<file path="src/rtl/alarm_ctrl.sv">
// alarm_ctrl -- four-slot alarm clock controller.
//
// Compares the running BCD time against four programmable alarm slots. A slot
// fires once when its match begins (rising edge of the match). The first firing
// slot, taken while idle, starts a ring event. The user can stop the event or
// snooze it a limited number of times.
//
// Ports
//   clk          single clock, rising edge
//   reset        asynchronous, active-high
//   sec_time     current seconds, BCD
//   min_time     current minutes, BCD
//   hour_time    current hours, BCD
//   wr_en        one-cycle slot write strobe
//   wr_addr      slot index to write
//   wr_data      {hour, min, sec} BCD alarm time
//   wr_enable    slot enable bit, written together with wr_data
//   stop_key     one-cycle pulse that cancels the event
//   snooze_key   one-cycle pulse that snoozes the event
//   led          4'b1111 while ringing; one-hot slot while snoozing; 0 when idle
//   ring         high while ringing
//   active_slot  slot that owns the current (or most recent) event
//   busy         high while ringing or snoozing
//
// State table
//   state     | meaning
//   ST_IDLE   | waiting for a slot to fire
//   ST_RING   | alarm sounding; cnt counts ring cycles
//   ST_SNOOZE | alarm paused; cnt counts snooze cycles

module alarm_ctrl #(
   parameter int KEEP_TIME   = 50,
   parameter int SNOOZE_TIME = 20,
   parameter int MAX_SNOOZE  = 2
) (
   input  logic        clk,
   input  logic        reset,
   input  logic [7:0]  sec_time,
   input  logic [7:0]  min_time,
   input  logic [7:0]  hour_time,
   input  logic        wr_en,
   input  logic [1:0]  wr_addr,
   input  logic [23:0] wr_data,
   input  logic        wr_enable,
   input  logic        stop_key,
   input  logic        snooze_key,
   output logic [3:0]  led,
   output logic        ring,
   output logic [1:0]  active_slot,
   output logic        busy
);

   typedef enum logic [1:0] {
      ST_IDLE   = 2'd0,
      ST_RING   = 2'd1,
      ST_SNOOZE = 2'd2
   } state_t;

   localparam logic [29:0] RING_LAST   = 30'(KEEP_TIME - 1);
   localparam logic [29:0] SNOOZE_LAST = 30'(SNOOZE_TIME - 1);
   localparam logic [1:0]  SNOOZE_MAX  = 2'(MAX_SNOOZE);

   logic [23:0] slot_time [4];
   logic [3:0]  slot_en;
   logic [23:0] now_time;
   logic [3:0]  hit;
   logic [3:0]  hit_d;
   logic [3:0]  trigger;
   logic [1:0]  first_slot;

   state_t      state;
   state_t      state_nxt;
   logic [29:0] cnt;
   logic [29:0] cnt_nxt;
   logic [1:0]  snooze_cnt;
   logic [1:0]  snooze_cnt_nxt;
   logic [1:0]  slot_sel;
   logic [1:0]  slot_sel_nxt;
   logic        cancel_wr;

   assign now_time = {hour_time, min_time, sec_time};

   // Slot storage. The write lands on the clock edge that samples wr_en, so
   // a comparison in that same cycle still sees the old slot contents.
   always_ff @(posedge clk or posedge reset) begin
      if (reset) begin
         for (int i = 0; i < 4; i++) begin
            slot_time[i] <= '0;
         end
         slot_en <= '0;
      end else if (wr_en) begin
         slot_time[wr_addr] <= wr_data;
         slot_en[wr_addr]   <= wr_enable;
      end
   end

   always_comb begin
      hit = '0;
      for (int i = 0; i < 4; i++) begin
         hit[i] = slot_en[i] && (slot_time[i] == now_time);
      end
   end

   // hit_d tracks hit in every state, so a match that starts while busy is
   // consumed and cannot fire later just because the controller went idle.
   always_ff @(posedge clk or posedge reset) begin
      if (reset) begin
         hit_d <= '0;
      end else begin
         hit_d <= hit;
      end
   end

   assign trigger = hit & ~hit_d;

   // Lowest-index firing slot wins when several fire together.
   always_comb begin
      first_slot = '0;
      for (int i = 3; i >= 0; i--) begin
         if (trigger[i]) begin
            first_slot = 2'(i);
         end
      end
   end

   // Reprogramming the slot that owns the event invalidates that event.
   assign cancel_wr = wr_en && (wr_addr == slot_sel);

   always_ff @(posedge clk or posedge reset) begin
      if (reset) begin
         state      <= ST_IDLE;
         cnt        <= '0;
         snooze_cnt <= '0;
         slot_sel   <= '0;
      end else begin
         state      <= state_nxt;
         cnt        <= cnt_nxt;
         snooze_cnt <= snooze_cnt_nxt;
         slot_sel   <= slot_sel_nxt;
      end
   end

   always_comb begin
      state_nxt      = state;
      cnt_nxt        = cnt;
      snooze_cnt_nxt = snooze_cnt;
      slot_sel_nxt   = slot_sel;
      case (state)
         ST_IDLE: begin
            if (trigger != 4'b0000) begin
               state_nxt      = ST_RING;
               slot_sel_nxt   = first_slot;
               cnt_nxt        = '0;
               snooze_cnt_nxt = '0;
            end
         end
         ST_RING: begin
            // stop (or a cancelling write) beats timeout, timeout beats snooze;
            // snooze_cnt is left untouched on the way out.
            if (stop_key || cancel_wr) begin
               state_nxt = ST_IDLE;
               cnt_nxt   = '0;
            end else if (cnt == RING_LAST) begin
               state_nxt = ST_IDLE;
               cnt_nxt   = '0;
            end else if (snooze_key && (snooze_cnt < SNOOZE_MAX)) begin
               state_nxt      = ST_SNOOZE;
               cnt_nxt        = '0;
               snooze_cnt_nxt = snooze_cnt + 2'd1;
            end else begin
               cnt_nxt = cnt + 30'd1;
            end
         end
         ST_SNOOZE: begin
            if (stop_key || cancel_wr) begin
               state_nxt = ST_IDLE;
               cnt_nxt   = '0;
            end else if (cnt == SNOOZE_LAST) begin
               state_nxt = ST_RING;
               cnt_nxt   = '0;
            end else begin
               cnt_nxt = cnt + 30'd1;
            end
         end
         default: begin
            state_nxt = ST_IDLE;
            cnt_nxt   = '0;
         end
      endcase
   end

   always_comb begin
      led = 4'b0000;
      case (state)
         ST_RING:   led = 4'b1111;
         ST_SNOOZE: led = 4'b0001 << slot_sel;
         default:   led = 4'b0000;
      endcase
   end

   assign ring        = (state == ST_RING);
   assign busy        = (state == ST_RING) || (state == ST_SNOOZE);
   assign active_slot = slot_sel;

endmodule

</file>
<file path="config.mk">
export PLATFORM = sky130hd
export DESIGN_NAME = alarm_ctrl
export DESIGN_NICKNAME = d
export VERILOG_FILES = /design/src/rtl/alarm_ctrl.sv
export SDC_FILE = /design/constraint.sdc
export NUM_CORES = 1
export LEC_CHECK = 0
export ABC_CLOCK_PERIOD_IN_PS = 4600
export CAP_MARGIN = 20
export CORE_MARGIN = 1.5
export CORE_UTILIZATION = 35
export DETAILED_ROUTE_END_ITERATION = 10
export GPL_ROUTABILITY_DRIVEN = 0
export GPL_TIMING_DRIVEN = 0
export PLACE_DENSITY_LB_ADDON = 0.15
export SLEW_MARGIN = 20
export SYNTH_ARGS = -nofsm -noshare
export SYNTH_HDL_FRONTEND = slang
export SYNTH_SLANG_ARGS = --single-unit
</file>
<file path="constraint.sdc">
create_clock -name clk -period 4.6 [get_ports clk]
set_input_delay 0.46 -clock clk [delete_from_list [all_inputs] [get_ports clk]]
set_output_delay 0.46 -clock clk [all_outputs]
set_load 0.005 [all_outputs]
</file>
==> flow_summary.rst <==
.. list-table::
   :header-rows: 1

   * - Metric
     - Value
   * - Final Non-Filler Cells
     - ~1k
   * - Initial DRC count
     - about 310
   * - Number of distinct library cell variants in the gate-level netlist after synthesis
     - 51
   * - Count of instances resized after the clock tree is built
     - 0
   * - Placed cells
     - between 900 and 1k
   * - Initial core utilization
     - 0.356
   * - Reg clk slew, reported paths
     - 60 ps
   * - Top flip-flop cell by instance count after synthesis
     - sky130_fd_sc_hd__dfrtp_1
   * - Antenna cell count
     - 0
   * - Number of synthesis warnings
     - 0
   * - Final setup violation count
     - 0
   * - Pwr dens
     - between 400 and 500 mW/mm²
   * - Post-CTS repair timing setup buffer count
     - 0
   * - TritonCTS clock tree
     - built
   * - Most common cell after layout, fill and taps aside
     - sky130_fd_sc_hd__dfrtp_1
   * - Global route total overflow
     - 0
   * - Commonest cells after routing, fill and taps aside
     - 140 x sky130_fd_sc_hd__dfrtp_1, 101 x sky130_fd_sc_hd__mux2_2, 79 x sky130_fd_sc_hd__xnor2_1, 47 x sky130_fd_sc_hd__clkdlybuf4s50_1, 30 x sky130_fd_sc_hd__o21ai_0
   * - Layout Skew
     - 11.9 ps
   * - Largest vdd supply drop
     - ~0.23 mV
   * - DRC Markers
     - 0
   * - Worst slew pin tran
     - between 800 and 900 ps
   * - Fraction of the mapped netlist area in simple logic gates
     - 0.127
   * - Post-synthesis average cell area
     - 11.5 µm²
   * - DR vias
     - ~5.2k
   * - Full die area
     - 0.0222 mm²
   * - Min cycle time layout
     - 2980 ps
   * - Die Width
     - between 100 and 150 µm
   * - CTS H-tree lvls
     - 4
   * - Netlist Area Pre-Place
     - 0.00746 mm²
   * - Clk root buf
     - sky130_fd_sc_hd__clkbuf_16
   * - Type of the tightest min-delay check
     - primary input to asynchronous set/reset pin
   * - Final instance area
     - about 0.0089 mm²
   * - Cell types with the largest area share after synthesis
     - sky130_fd_sc_hd__dfrtp_1 47%, sky130_fd_sc_hd__mux2_2 15%, sky130_fd_sc_hd__xnor2_1 9.3%
   * - Number of enable-type register cells in the synthesized netlist
     - 0
   * - Adder-cell share of the synthesized area
     - 0.0101
   * - DR vias/cell
     - around 5.2
   * - Required time at the endpoint of the critical path
     - between 4000 and 5000 ps
   * - Fraction of synthesized area in multiplexers
     - 0.154
   * - Dominant combinational cell family by area after synthesis
     - multiplexers
   * - Number of cell rows
     - 53
   * - Type of element launching the critical path
     - primary input
   * - DR pass1 iterations
     - 4
   * - Pin count of the biggest net entering global routing
     - between 100 and 150
   * - Count of port buffers added during placement
     - 47
   * - Final net count
     - roughly 780
   * - Unrepaired setup endpoints after global routing
     - no
   * - Period utilization
     - 0.649
   * - Clock sink count
     - 140
   * - Synthesized-area fraction occupied by ao, oa, aoi and oai cells
     - 0.0860
   * - Run status
     - finished clean
   * - Synthesized instance count
     - ~650
   * - Vias in the first global route
     - ~5.3k
   * - Count of nets left with antenna violations after detail routing
     - 0
   * - Final hold vios
     - 0
   * - Overall routing resource usage
     - 0.182
   * - Number of ports placed on the die boundary
     - 64
   * - Xor and xnor area share after synthesis
     - 0.114
   * - Endpoint class of the critical path
     - register
   * - Maximum capacitance violations
     - 0
   * - Proportion of synthesized chip area in sequential cells
     - 0.470
   * - Area after DPL
     - approximately 0.0083 mm²
   * - Chip Height
     - 149 µm
   * - Clock latency on the worst-skew pair
     - around 430 ps
   * - Share of the synthesized area in the top cell type
     - 0.470
   * - Mean routed wirelength per cell
     - around 19 µm
   * - #FFs+latches synth
     - 140
   * - Deepest clock path buffer count
     - 2
   * - Total count of max-transition violations in the final report
     - 0
   * - Share of synthesized flip-flops with an asynchronous set or reset
     - 1.00
   * - Global Route met1 Usage
     - 0.246
   * - Data arrival time of the critical path
     - 3300 ps
   * - Number of buffers created by CTS
     - 17
   * - GR met3 Demand/Resource
     - 0.0382
   * - First-pass GRT wire length
     - 30,200 µm
   * - Critical path start-end classification
     - primary input to register
   * - Post-synth top area cell
     - sky130_fd_sc_hd__dfrtp_1
   * - Global-route met2 utilization
     - 0.294
   * - Layer carrying the most global-route usage
     - met2
   * - Hold_buf cts
     - 0
   * - Maximum net fanout on the critical path
     - 10
   * - Leakage power
     - around 3.5 nW
   * - Maximum clock frequency
     - 335 MHz
   * - Worst-case headroom to the max-slew limit
     - 0.441
   * - Floorplan core area
     - 0.0210 mm²
   * - Wire length after detailed routing
     - between 15,000 and 20,000 µm
   * - Fraction of final layout cells sized beyond drive strength 1
     - 0.243
   * - Synth Net Count
     - roughly 710
   * - Detailed placer's ending HPWL
     - 14,000 µm
   * - Layout overhead on the synthesized area
     - 18.7%
   * - Antenna violations before repair
     - 0
## cell families (layout without fill, tap and decap cells)
| family | count (synthesis) | count (layout) |
|---|---|---|
| AO/OA/AOI/OAI | 94 | 94 |
| XOR/XNOR | 91 | 91 |
| adder cells (fa/ha/maj) | 6 | 6 |
| buffers and inverters | 54 | 133 |
| flip-flops | 140 | 140 |
| multiplexers | 102 | 102 |
| AND/OR/NAND/NOR | 162 | 162 |
## registers in the layout, indices dropped and copies added, names as in the netlist
signal       cells
snooze_cnt       2
slot_en          4
slot_time       96
hit_d            4
cnt             30
active_slot      2
state            2
## critical path, stage by stage
cell                              delay, ps
sky130_fd_sc_hd__clkdlybuf4s50_1        670
sky130_fd_sc_hd__xnor2_1                160
sky130_fd_sc_hd__nand4_1                250
sky130_fd_sc_hd__nor4_4                 490
sky130_fd_sc_hd__a221oi_2               130
sky130_fd_sc_hd__and3_4                 200
sky130_fd_sc_hd__buf_6                  130
sky130_fd_sc_hd__or2_1                  230
sky130_fd_sc_hd__buf_6                  150
sky130_fd_sc_hd__buf_6                  150
sky130_fd_sc_hd__o31ai_1                260
## worst paths after layout
kind / from / end / slack [ps] / depth (start not counted)
setup / recovery: sec_time[7] / cnt[11]$_DFFE_PP0P_ / 1620 / 11
hold / removal: reset / slot_time[75]$_DFFE_PP0P_ / 420 / 2
setup reg to reg: cnt[2]$_DFFE_PP0P_ / cnt[8]$_DFFE_PP0P_ / 1690 / 9
hold reg to reg: cnt[29]$_DFFE_PP0P_ / cnt[29]$_DFFE_PP0P_ / 500 / 1
max in group asynchronous: reset / cnt[6]$_DFFE_PP0P_ / 3360 / 3
min in group clk: hour_time[1] / hit_d[1]$_DFF_PP0_ / 460 / 4
## area by class of cell
class                           instances  area (µm²)
Fill cell                            2033       12100
Multi-Input combinational cell        455        3660
Sequential cell                       140        3500
Timing Repair Buffer                   48         498
Clock buffer                           22         474
Tap cell                              275         344
Buffer                                 36         230
Inverter                               18        75.1
Clock inverter                          9        63.8
## cell usage after synthesis (10+ instances only)
library cell / number
sky130_fd_sc_hd__a21oi_1: 11
sky130_fd_sc_hd__mux2_2: 101
sky130_fd_sc_hd__dfrtp_1: 140
sky130_fd_sc_hd__nand4_1: 21
sky130_fd_sc_hd__buf_2: 10
sky130_fd_sc_hd__inv_1: 18
sky130_fd_sc_hd__nand2_1: 25
sky130_fd_sc_hd__nor2_1: 29
sky130_fd_sc_hd__xnor2_1: 79
sky130_fd_sc_hd__nand3_1: 20
sky130_fd_sc_hd__clkbuf_1: 15
sky130_fd_sc_hd__o31ai_1: 15
sky130_fd_sc_hd__buf_6: 11
sky130_fd_sc_hd__o21ai_0: 30
sky130_fd_sc_hd__nand2b_1: 14
## metal layers
layer,up-vias,wire length [µm],part of all wire
li1,2450,-,-
met1,2664,9110,0.48
met2,93,9060,0.48
met3,17,659,0.035
met4,0,235,0.012
met5,-,0,0
## through the flow
stage	setup WS, ps	util	power (mW)	hold WS, ps	setup TNS [ps]
CTS	1600	0.422	3.91	421	0
finish	1620	0.422	3.87	424	0
global placement	-1780	0.395	2.60	483	-247510
floorplan	387	-	2.25	446	0
detailed placement	1180	0.397	2.63	482	0
global route	1440	0.422	4.08	446	0
## power by group
| group | leakage [nW] | total (mW) | switching, mW | internal (mW) |
|---|---|---|---|---|
| clock | 0.259 | 1.27 | 0.537 | 0.730 |
| sequential | 1.74 | 1.56 | 0.134 | 1.42 |
| combinational | 1.48 | 1.04 | 0.528 | 0.514 |
| total | 3.48 | 3.87 | 1.20 | 2.67 |
No activity file was read; power rests on OpenSTA's default activity.
